**config.mk**
```make
export PLATFORM = sky130hd
export DESIGN_NAME = seq_burst_collector_flat
export DESIGN_NICKNAME = d
export VERILOG_FILES = /design/src/rtl/seq_burst_collector_if.sv /design/src/rtl/seq_burst_collector.sv /design/src/flat_wrapper.sv
export SDC_FILE = /design/constraint.sdc
export NUM_CORES = 1
export LEC_CHECK = 0
export CAP_MARGIN = 20
export CORE_UTILIZATION = 30
export CTS_BUF_LIST = sky130_fd_sc_hd__clkbuf_8
export CTS_CLUSTER_DIAMETER = 60
export DETAILED_ROUTE_END_ITERATION = 12
export SYNTH_ARGS = -nofsm -noshare
export SYNTH_HDL_FRONTEND = slang
export SYNTH_SLANG_ARGS = --single-unit
```
**constraint.sdc**
```tcl
create_clock -name clk -period 2.7 [get_ports clk]
set_clock_uncertainty 0.15 [all_clocks]
set_input_delay 0.81 -clock clk [delete_from_list [all_inputs] [get_ports clk]]
set_output_delay 0.81 -clock clk [all_outputs]
set_load 0.03 [all_outputs]
```
**src/rtl/seq_burst_collector_if.sv**
```systemverilog
// Burst-in / record-out bundle for seq_burst_collector.
// master = sequencer plus record consumer, slave = collector.
interface seq_burst_collector_if #(
  parameter int VAL_W = 8
);
  localparam int SUM_W = VAL_W + 3;

  logic             s_valid;
  logic [2:0]       s_circle;
  logic [VAL_W-1:0] s_value;
  logic             res_valid;
  logic             res_ready;
  logic [2:0]       res_pin0;
  logic [2:0]       res_pin1;
  logic [2:0]       res_pin2;
  logic [SUM_W-1:0] res_sum;
  logic [VAL_W-1:0] res_min;
  logic [VAL_W-1:0] res_max;
  logic             res_sorted;
  logic [3:0]       res_len;
  logic             res_ovf;
  logic             res_short;
  logic [7:0]       drop_cnt;

  modport master (
    output s_valid, s_circle, s_value, res_ready,
    input  res_valid, res_pin0, res_pin1, res_pin2, res_sum, res_min, res_max,
           res_sorted, res_len, res_ovf, res_short, drop_cnt
  );

  modport slave (
    input  s_valid, s_circle, s_value, res_ready,
    output res_valid, res_pin0, res_pin1, res_pin2, res_sum, res_min, res_max,
           res_sorted, res_len, res_ovf, res_short, drop_cnt
  );
endinterface

```
**src/rtl/seq_burst_collector.sv**
```systemverilog
// Reduces one sequencer output burst to a result record held on a valid/ready port.
// Define SEQ_COLLECT_SORTCHK_EN to build the sortedness checker; otherwise res_sorted is 1.
module seq_burst_collector #(
  parameter int BURST_MAX = 8,
  parameter int VAL_W     = 8
) (
  input  logic                 clk,
  input  logic                 rst,
  seq_burst_collector_if.slave bus
);
  localparam int         SUM_W   = VAL_W + 3;
  localparam logic [3:0] LP_BMAX = 4'(BURST_MAX);

  typedef enum logic [1:0] {
    ST_SKIP    = 2'd0,
    ST_IDLE    = 2'd1,
    ST_COLLECT = 2'd2,
    ST_HOLD    = 2'd3
  } state_t;

  state_t           r_state;
  state_t           w_state_nxt;
  logic             w_load;
  logic             w_accum;
  logic             w_ovf_set;
  logic             w_drop_first;
  logic             w_flag_nxt;

  logic             r_res_valid;
  logic             r_drop_flag;
  logic [7:0]       r_drop_cnt;
  logic [2:0]       r_pin0;
  logic [2:0]       r_pin1;
  logic [2:0]       r_pin2;
  logic [SUM_W-1:0] r_sum;
  logic [VAL_W-1:0] r_min;
  logic [VAL_W-1:0] r_max;
  logic [3:0]       r_len;
  logic             r_ovf;
  logic             r_short;

  always_ff @(posedge clk) begin
    if (rst) r_state <= ST_SKIP;
    else     r_state <= w_state_nxt;
  end

  // r_drop_flag marks a dropped burst still running, so its tail is never collected.
  always_comb begin
    w_state_nxt  = r_state;
    w_load       = 1'b0;
    w_accum      = 1'b0;
    w_ovf_set    = 1'b0;
    w_drop_first = 1'b0;
    w_flag_nxt   = r_drop_flag;
    case (r_state)
      ST_SKIP: begin
        if (!bus.s_valid) w_state_nxt = ST_IDLE;
        else              w_state_nxt = ST_SKIP;
      end
      ST_IDLE: begin
        if (bus.s_valid) begin
          w_load      = 1'b1;
          w_state_nxt = ST_COLLECT;
        end else begin
          w_state_nxt = ST_IDLE;
        end
      end
      ST_COLLECT: begin
        if (bus.s_valid) begin
          if (r_len < LP_BMAX) w_accum   = 1'b1;
          else                 w_ovf_set = 1'b1;
        end else begin
          w_state_nxt = ST_HOLD;
        end
      end
      ST_HOLD: begin
        if (bus.res_ready) begin
          w_flag_nxt = 1'b0;
          if (!bus.s_valid) begin
            w_state_nxt = ST_IDLE;
          end else if (r_drop_flag) begin
            w_state_nxt = ST_SKIP;
          end else begin
            w_load      = 1'b1;
            w_state_nxt = ST_COLLECT;
          end
        end else if (bus.s_valid) begin
          w_drop_first = !r_drop_flag;
          w_flag_nxt   = 1'b1;
        end else begin
          w_flag_nxt = 1'b0;
        end
      end
      default: w_state_nxt = ST_SKIP;
    endcase
  end

  always_ff @(posedge clk) begin
    if (rst) begin
      r_res_valid <= 1'b0;
      r_drop_flag <= 1'b0;
      r_drop_cnt  <= 8'd0;
      r_pin0      <= 3'd0;
      r_pin1      <= 3'd0;
      r_pin2      <= 3'd0;
      r_sum       <= '0;
      r_min       <= '0;
      r_max       <= '0;
      r_len       <= 4'd0;
      r_ovf       <= 1'b0;
      r_short     <= 1'b0;
    end else begin
      r_res_valid <= (w_state_nxt == ST_HOLD);
      r_drop_flag <= w_flag_nxt;
      if (w_drop_first && (r_drop_cnt != 8'hFF)) r_drop_cnt <= r_drop_cnt + 8'd1;
      if (w_load) begin
        r_pin0  <= bus.s_circle;
        r_pin1  <= 3'd0;
        r_pin2  <= 3'd0;
        r_sum   <= {{3{1'b0}}, bus.s_value};
        r_min   <= bus.s_value;
        r_max   <= bus.s_value;
        r_len   <= 4'd1;
        r_ovf   <= 1'b0;
        r_short <= 1'b1;
      end else if (w_accum) begin
        if (r_len == 4'd1) r_pin1 <= bus.s_circle;
        if (r_len == 4'd2) r_pin2 <= bus.s_circle;
        r_sum   <= r_sum + {{3{1'b0}}, bus.s_value};
        if (bus.s_value < r_min) r_min <= bus.s_value;
        if (bus.s_value > r_max) r_max <= bus.s_value;
        r_len   <= r_len + 4'd1;
        r_short <= (r_len < 4'd2);
      end else if (w_ovf_set) begin
        r_ovf <= 1'b1;
      end
    end
  end

`ifdef SEQ_COLLECT_SORTCHK_EN
  logic [VAL_W-1:0] r_prev;
  logic             r_sorted;

  always_ff @(posedge clk) begin
    if (rst) begin
      r_prev   <= '0;
      r_sorted <= 1'b0;
    end else if (w_load) begin
      r_prev   <= bus.s_value;
      r_sorted <= 1'b1;
    end else if (w_accum) begin
      r_prev <= bus.s_value;
      if (bus.s_value < r_prev) r_sorted <= 1'b0;
    end
  end

  assign bus.res_sorted = r_sorted;
`else
  assign bus.res_sorted = 1'b1;
`endif

  assign bus.res_valid = r_res_valid;
  assign bus.res_pin0  = r_pin0;
  assign bus.res_pin1  = r_pin1;
  assign bus.res_pin2  = r_pin2;
  assign bus.res_sum   = r_sum;
  assign bus.res_min   = r_min;
  assign bus.res_max   = r_max;
  assign bus.res_len   = r_len;
  assign bus.res_ovf   = r_ovf;
  assign bus.res_short = r_short;
  assign bus.drop_cnt  = r_drop_cnt;
endmodule

```
**src/flat_wrapper.sv**
```systemverilog
// flat-port wrapper written by rule: the top's interface ports become plain ports
module seq_burst_collector_flat 
#(
  parameter int BURST_MAX = 8,
  parameter int VAL_W     = 8
)
  (clk, rst, bus_s_valid, bus_s_circle, bus_s_value, bus_res_ready, bus_res_valid, bus_res_pin0, bus_res_pin1, bus_res_pin2, bus_res_sum, bus_res_min, bus_res_max, bus_res_sorted, bus_res_len, bus_res_ovf, bus_res_short, bus_drop_cnt);
  seq_burst_collector_if #(.VAL_W(VAL_W)) bus_i ();
  input  logic clk;
  input  logic rst;
  input wire logic [$bits(bus_i.s_valid)-1:0] bus_s_valid;
  input wire logic [$bits(bus_i.s_circle)-1:0] bus_s_circle;
  input wire logic [$bits(bus_i.s_value)-1:0] bus_s_value;
  input wire logic [$bits(bus_i.res_ready)-1:0] bus_res_ready;
  output wire logic [$bits(bus_i.res_valid)-1:0] bus_res_valid;
  output wire logic [$bits(bus_i.res_pin0)-1:0] bus_res_pin0;
  output wire logic [$bits(bus_i.res_pin1)-1:0] bus_res_pin1;
  output wire logic [$bits(bus_i.res_pin2)-1:0] bus_res_pin2;
  output wire logic [$bits(bus_i.res_sum)-1:0] bus_res_sum;
  output wire logic [$bits(bus_i.res_min)-1:0] bus_res_min;
  output wire logic [$bits(bus_i.res_max)-1:0] bus_res_max;
  output wire logic [$bits(bus_i.res_sorted)-1:0] bus_res_sorted;
  output wire logic [$bits(bus_i.res_len)-1:0] bus_res_len;
  output wire logic [$bits(bus_i.res_ovf)-1:0] bus_res_ovf;
  output wire logic [$bits(bus_i.res_short)-1:0] bus_res_short;
  output wire logic [$bits(bus_i.drop_cnt)-1:0] bus_drop_cnt;
  assign bus_i.s_valid = bus_s_valid;
  assign bus_i.s_circle = bus_s_circle;
  assign bus_i.s_value = bus_s_value;
  assign bus_i.res_ready = bus_res_ready;
  assign bus_res_valid = bus_i.res_valid;
  assign bus_res_pin0 = bus_i.res_pin0;
  assign bus_res_pin1 = bus_i.res_pin1;
  assign bus_res_pin2 = bus_i.res_pin2;
  assign bus_res_sum = bus_i.res_sum;
  assign bus_res_min = bus_i.res_min;
  assign bus_res_max = bus_i.res_max;
  assign bus_res_sorted = bus_i.res_sorted;
  assign bus_res_len = bus_i.res_len;
  assign bus_res_ovf = bus_i.res_ovf;
  assign bus_res_short = bus_i.res_short;
  assign bus_drop_cnt = bus_i.drop_cnt;
  seq_burst_collector #(.BURST_MAX(BURST_MAX), .VAL_W(VAL_W)) u_core (.clk(clk), .rst(rst), .bus(bus_i));
endmodule
```
==> results of run 1 <==
-- per-stage QoR --
| step | setup TNS (ns) | hold slack (ns) | instance area [um^2] |
|---|---|---|---|
| after floorplan | 0 | 0.338 | 3050 |
| after global placement | -5.35 | 0.296 | 4100 |
| after detailed placement | -5.82 | 0.300 | 4100 |
| after CTS | 0 | 0.322 | 4230 |
| after global routing | 0 | 0.335 | 4260 |
| final | 0 | 0.320 | 4260 |
-- synthesized netlist by cell type, types with 5 or more instances --
library cell  instances
a211oi_1              7
a21oi_1              25
a22oi_1               5
clkbuf_1              5
dfxtp_1              54
ha_1                 27
inv_1                21
mux2i_1              20
nand2_1              27
nand2b_1             27
nand3_1              12
nor2_1               29
nor3_1                8
o21ai_0               9
xor2_1                8
-- logic make-up (layout without fill, tap and decap cells) --
kind of cell | count (synthesis) | in the layout
DFF | 54 | 54
other | 1 | 1
xor gates and xnor gates | 10 | 10
muxes | 21 | 21
and+or+nand+nor | 124 | 124
adders and majority gates | 28 | 28
AOI/OAI and AO/OA | 72 | 72
buffers and inverters | 33 | 130
-- flip-flops by register name, summed over array words and instances, names as in the netlist --
name	flops
u_core.bus.res_pin0	3
u_core.bus.res_sum	11
u_core.r_state	2
u_core.bus.drop_cnt	8
u_core.bus.res_short	1
u_core.bus.res_pin2	3
u_core.bus.res_pin1	3
u_core.bus.res_valid	1
u_core.r_drop_flag	1
u_core.bus.res_max	8
u_core.bus.res_min	8
u_core.bus.res_len	4
u_core.bus.res_ovf	1
-- per-layer routing --
metal	routed length [um]	vias to the layer above	global-route usage [%]
met4	152	0	4.66
li1	-	1402	-
met1	3580	1300	19.0
met2	3750	35	26.0
met5	0	-	0
met3	204	10	2.71
-- power groups by stage --
stage          clock [mW]  combinational [mW]  sequential, mW
2_1_floorplan           0               0.177           0.922
3_3_place_gp            0               0.388           0.875
3_5_place_dp            0               0.396           0.877
4_1_cts             0.522               0.402           0.858
5_1_grt             0.556               0.441           0.865
6_report            0.497               0.404           0.859
-- layout make-up --
class	instances	area, um^2	area share, %
clock buffer	6	82.6	1.94
tap	133	166	3.91
inverter	21	78.8	1.85
clock inverter	2	17.5	0.412
sequential	54	1080	25.4
multi-input combinational	256	1870	43.9
timing repair buffer	101	962	22.6
-- worst min-delay path, cell delays in order (launching register included) --
cell and delay (ns):
dfxtp_1 0.32, nand2_1 0.05, a21oi_1 0.06
-- path summary, 6_finish.rpt --
kind,startpoint,end,slack [ns],depth (start not counted)
worst min register to register,u_core.bus.res_pin1[2],u_core.bus.res_pin1[2],0.32,2
worst min-delay path,u_core.bus.res_pin1[2],u_core.bus.res_pin1[2],0.32,2
worst max-delay path,bus_s_value[1],u_core.bus.res_sum[8],0.08,7
worst max register to register,u_core.bus.res_sum[0],u_core.bus.res_sum[8],0.46,7
-- what timing repair did --
| item | CTS | global route |
|---|---|---|
| cloned | 0 | 0 |
| pin swaps | 4 | 2 |
| buffers inserted | 1 | 0 |
| hold endpoints to repair | 0 | 0 |
| gates resized for setup | 7 | 7 |
| endpoints found under the setup margin | 4 | 4 |
==> results.md, run 1 <==
- The remaining number of nets flagged by the antenna check after routing is 0.
- The number of sinks handled by clock tree synthesis is 54.
- The signal on the critical path passes through clkdlybuf4s50_1 -> fa_2 -> a211oi_4 -> o21ai_2 -> a21oi_2 -> nor3_1 -> or3_1.
- The number of filler instances in the final layout is 1027.
- Data arrives at the worst endpoint at roughly 2.7 ns.
- The placed cell count is 564.
- Summing internal, switching and leakage power gives approximately 1.8 mW.
- The complex-gate fraction of the synthesized area is between 10% and 20%.
- The leading register cell type out of synthesis is dfxtp_1.
- The number of standard cells in the layout, taps in and fillers out is approximately 570.
- The tightest min-delay check is of the flip-flop to flip-flop type.
- For this run, the register share of the synthesized area comes to 35.4%.
- After synthesis, the share of cell area in mux cells is under 10%.
- The largest voltage drop on the vdd net is between 150 and 200 uV.
- After global routing the overflow that remains totals 0.
- Of the total power, registers draw 48.8%.
- The post-synthesis share of cell area spent on full adders, half adders and majority gates is between 10% and 20%.
- The detailed router finished its first iteration with 125 violations.
- From left edge to right edge, the die measures about 100 um.
- The wire length of the first global-routing pass is 12.5 mm.
- The number of nets produced by synthesis is just under 400.
- The longest clock path from root to sink contains 2 buffers.
- The average detailed-routed wire length per instance is around 13 um.
- The analysis attributes to net switching a power of between 0.5 and 0.6 mW.
- Subtracting the final worst setup slack from the clock period gives 2.62 ns.
- Wires add up to 7.69 mm.
- The total count of max-transition violations in the final report came to 0.
- The last weighted congestion value of the routability-driven placer is approximately 0.83.
- The area inside the core boundary is 0.00982 mm^2.
- The total power density per cell area is between 400 and 500 mW/mm^2.
- Before CTS, the worst setup slack after placement is -0.558 ns.
- Setup repair after global routing left no endpoint under its margin.
- The internal power contribution is 1.23 mW.
- The overall via count from detail_route is 2747.
- Synthesis produced 343 cells.
- The run finished with clean final reports.
- The top achievable clock speed is approximately 0.38 GHz.
- The pin count of the biggest net entering global routing is 51.
- In this run the count of I/O pins placed on the die edge is 67.
- The share of Yosys cell area claimed by the top area cell type is 35.4%.
- Cells fill approximately 43% of the core in the end.
- The cell family contributing the most delay on the critical path is compound AO/OA/AOI/OAI gates.
- The Yosys warning count is 0.
- The post-synthesis async set-or-reset flop share is 0%.
- The die covers 0.0106 mm^2.
- After synthesis the netlist holds a flip-flop and latch count of 54.
- The mapped netlist covers 0.00305 mm^2.
- The number of nets at the end of the flow is 482.
- The clock tree root buffer cell is clkbuf_8.
- The DRC violation count after routing is 0.
- The number of standard-cell rows in the floorplan is 36.
- The static leakage is 1.69 nW.
- Buffers inserted during clock tree synthesis total 5.
- After synthesis, the largest family of logic cells by area is simple AND/OR/NAND/NOR gates.
- The kind of critical path is input pin to flip-flop.
- The number of enable-type register cells in the synthesized netlist is 0.
- Clock-pin slew was measured on the worst setup and hold paths at 0.11 ns.
- In the global route stage, overall resource usage came out at 15.0%.
- The startpoint type of the worst setup path is an input pin.
- For this run, the slowest stage of the critical path takes 0.44 ns.
- Of all nets on the critical path, the largest fanout is 3.
- The repair_antennas step left the layout with diodes totalling 0.
- The capturing element type of the critical path is a flip-flop.
- On the critical path, the stage with the largest delay is an instance of clkdlybuf4s50_1.
- The initial utilization of the core area, before any placement, comes to 31.1%.
- In this run, the combinational gates consume a little under a quarter of the power.
- By area the synthesized netlist is led by dfxtp_1 (35%), ha_1 (11%), mux2i_1 (6.6%).
- The number of hold buffers added after CTS was 0.
- The number of global-route vias before repair is 2642.
- The number of library cell types mapped by synthesis is 54.
- Leaving out fill and tap cells, the most frequent cell in the layout is clkdlybuf4s50_1.
- The clock reaches the later pin of the worst-skew pair after between 0.3 and 0.4 ns.
- The via density per instance is 4.79.
- The library cells used most frequently in the layout, excluding fill and tap cells, are clkdlybuf4s50_1 (62), dfxtp_1 (54), buf_4 (33).
- The combined buffer and inverter count along the critical path is 1.
- The largest total area in the synthesized netlist belongs to dfxtp_1.
- The synthesized area per cell is 8.89 um^2.
- Across the run, the number of max-cap violations was 0.
- The initial antenna violation count is 0.
- The number of port buffers is 65.
- Dividing the final minimum period by the clock period gives 97.2%.
- The first-pass iteration count of the detailed router is 5.
- The fraction of final layout cells with drive strength greater than 1 is 14.3%.
- The total half-perimeter wirelength after legalization and detailed placement is 5.82 mm.
- In this run switching power makes up 30.2% of total power.
- The worst path setup slack after routing is 0.0755 ns.
- The part of the power in the clock network is between 20% and 30%.
- Setup violations remaining at the end of the flow were counted as 0.
- From bottom edge to top edge, the die measures roughly 100 um.
- TritonCTS built the clock tree.
- The xor/xnor share of the synthesized area is 2.87%.
- The count of final hold-check violations is 0.
- The number of levels in the clock H-tree is 2.
- For the worst setup path, the data required time is approximately 2.8 ns.
- The area growth from synthesis to layout is 39.5%.
- The share of synthesized cell area in and, or, nand and nor gates is a little over a fifth.
Power figures use the tool's default switching activity.
==> run 2: changes to the inputs <==
==> constraint.sdc (replaced) <==
create_clock -name clk -period 2.7 [get_ports clk]
set_clock_uncertainty 0.15 [all_clocks]
set_input_delay 0.54 -clock clk [delete_from_list [all_inputs] [get_ports clk]]
set_output_delay 0.54 -clock clk [all_outputs]
set_load 0.03 [all_outputs]
==> run 2 against run 1 <==
- register-to-register slack got worse by 0.04 ns
- cell count fell by 2.4%
- power rose by 3.1%
- critical path depth rose by 1
- critical endpoint unchanged
- largest cell class unchanged
==> results.md, run 2 (same netlist as run 1, synthesis figures left out) <==
- The area growth from synthesis to layout is 34.8%.
- Port buffering added 65 buffers.
- The critical path ends at u_core.bus.res_sum[8].
- The I/O pin total is 67.
- The internal power contribution is roughly 1.3 mW.
- The register with the most flip-flops in the layout has 11 of them.
- The library cell used most frequently in the layout, excluding fill and tap cells, is clkdlybuf4s50_1.
- At the later pin of the worst-skew pair, clock insertion delay measures 0.31 ns.
- Counting the buffers created by CTS gives 5.
- The post-CTS setup repair buffer count is 0.
- The die is 103 um wide.
- The kind of critical path is input pin to flip-flop.
- The total grt overflow is 0.
- On the final layout, the worst hold slack is between 0.3 and 0.4 ns.
- The total count of max-transition violations in the final report is 0.
- The total wire length after detailed routing is 7.28 mm.
- Across all layers, the routed design uses about 2.7k vias.
- The number of filler instances in the final layout is 1016.
- Derived from the worst setup path, the maximum achievable clock frequency is 0.389 GHz.
- The remaining number of nets flagged by the antenna check after routing is 0.
- Setup repair after global routing left no endpoint under its margin.
- The clock passes through at most 2 buffers.
- In this run the clock root is driven by a clkbuf_8.
- Of the cells placed in the final design, the portion with a size suffix greater than 1 is 10.1%.
- The post-layout utilization of the core is 41.9%.
- The total half-perimeter wirelength after legalization and detailed placement is 5.52 mm.
- The number of levels in the clock H-tree is 2.
- The largest voltage drop on the vdd net is between 200 and 250 uV.
- The number of DRC violations after detailed-routing iteration 0 is 75.
- The final clock period utilization by the worst path is between 90% and 100%.
- Global routing used 14.1% of the available tracks.
- In this run the critical register-to-register path is launched from u_core.bus.res_sum[0].
- The die outline area is 0.0106 mm^2.
- The portion of total power attributed to combinational logic is 21.0%.
- The number of global-route vias before repair is approximately 2.5k.
- The switching share of total power is 29.2%.
- The design draws 1.81 mW.
- Dividing the detail-routed via count by the number of cells gives between 4 and 5.
- The number of sinks handled by clock tree synthesis is 54.
- For this run, design rule violations remaining after detail routing come to 0.
- Buffers inserted to repair hold after CTS numbered 0.
- Across the whole layout, storage elements account for between 0.001 and 0.0015 mm^2.
- In this run the critical register-to-register path is captured at u_core.bus.res_sum[8].
- After the last flow step, the layout net total stands at 468.
- The most critical setup path has its startpoint at bus_s_value[0].
- The clock tree from TritonCTS is done.
- The count of final hold-check violations came to 0.
- The area of combinational cells with multiple inputs is between 0.0015 and 0.002 mm^2.
- The flow ran to the end, and the final reports show no timing, DRC or antenna violations.
- The initial utilization of the core area, before any placement, comes to a little under a third.
- The worst endpoint data arrival time is 2.64 ns.
- The total of max-cap violations is 0.
- After detailed routing, the average wire length per cell comes to 13.0 um.
- The first-pass iteration count of the detailed router is 4.
- The startpoint type of the worst setup path is an input pin.
- The number of cells on the worst reg-to-reg path is 7.
- The initial antenna violation count was 0.
- After floorplanning, the core was sized to cover 0.00982 mm^2.
- Summed over all nets, the switching power comes to 0.530 mW.
- The number of antenna diodes in the final layout is 0.
- The internal reg-to-reg setup slack is 0.42 ns.
- Setup violations remaining at the end of the flow were counted as 0.
- The clock-pin slew reported for the worst setup and hold paths after clock tree synthesis is about 0.11 ns.
- The initialized floorplan defines 36 standard-cell rows.
- The wire length of the first global-routing pass is 11.8 mm.
- Entering global routing, the biggest net connects 51 pins.
- The capturing element type of the critical path is a flip-flop.
- The worst-path maximum fanout is 3.
- The worst path in the final design needs a cycle of 2.57 ns, including I/O delays and setup.
- Routability-driven placement finished with a final weighted congestion of 0.844.
- Per report_power, the clock group accounts for 31.7% of the total.
- In the layout the commonest cells are clkdlybuf4s50_1 (65), dfxtp_1 (54), nor2_1 (29).
- The total power density per cell area is 441 mW/mm^2.
- The overall die height is 103 um.
- The required time reported for the critical path endpoint is 2.76 ns.
- The static leakage is approximately 1.6 nW.
- The tightest min-delay check is of the flip-flop to flip-flop type.
- The register share of total power is 47.2%.
run 2: repair_timing:
action | CTS | global route
pin swaps | 0 | 1
setup endpoints to repair | 1 | 2
endpoints found under the hold margin | 0 | 0
gates resized for setup | 1 | 1
run 2: worst max-delay path: stages:
cell and delay, ns:
clkdlybuf4s50_1 0.42, ha_1 0.22, fa_2 0.39, a211oi_2 0.28, o21ai_1 0.16, a21oi_2 0.19, nor3_1 0.06, or3_1 0.36
run 2: power groups by stage:
stage	Combinational, mW	Clock, mW	Sequential (mW)
floorplan	0.177	0	0.922
global placement	0.375	0	0.875
detailed placement	0.380	0	0.876
CTS	0.383	0.604	0.858
global route	0.417	0.628	0.863
finish	0.381	0.576	0.857
run 2: final cells by class:
class,count,area share [%]
inverters,21,1.92
repair buffers,87,20.4
well taps,133,4.05
clock buffers,5,1.67
multi-input cells,256,44.5
flip-flops and latches,54,26.3
clock inverters,3,1.16
run 2: through the flow:
stage / std cells / setup TNS (ns) / setup WS [ns] / instance area [um^2]
2_1_floorplan: 343 / 0 / 0.303 / 3050
3_3_place_gp: 551 / -0.667 / -0.305 / 3990
3_5_place_dp: 551 / -0.782 / -0.339 / 3990
4_1_cts: 559 / 0 / 0.0399 / 4110
5_1_grt: 559 / 0 / 0.0375 / 4110
6_report: 559 / 0 / 0.126 / 4110
run 2: worst min-delay path by stage:
stage | from | endpoint | depth (start not counted)
6_report | u_core.bus.res_pin1[2] | u_core.bus.res_pin1[2] | 2
5_1_grt | u_core.bus.res_pin1[2] | u_core.bus.res_pin1[2] | 2
4_1_cts | u_core.bus.res_pin1[2] | u_core.bus.res_pin1[2] | 2
3_5_place_dp | u_core.bus.res_pin1[2] | u_core.bus.res_pin1[2] | 2
3_3_place_gp | u_core.bus.res_pin1[0] | u_core.bus.res_pin1[0] | 2
2_1_floorplan | u_core.r_drop_flag | u_core.r_drop_flag | 2
run 2: layer usage:
metal  routed length (um)  GRT usage [%]  vias up
met3                  225           2.24        7
met1                 3440           18.2     1259
met2                 3490           23.6       36
met4                  118           5.20        0
li1                     -              -     1374
met5                    0              0        -
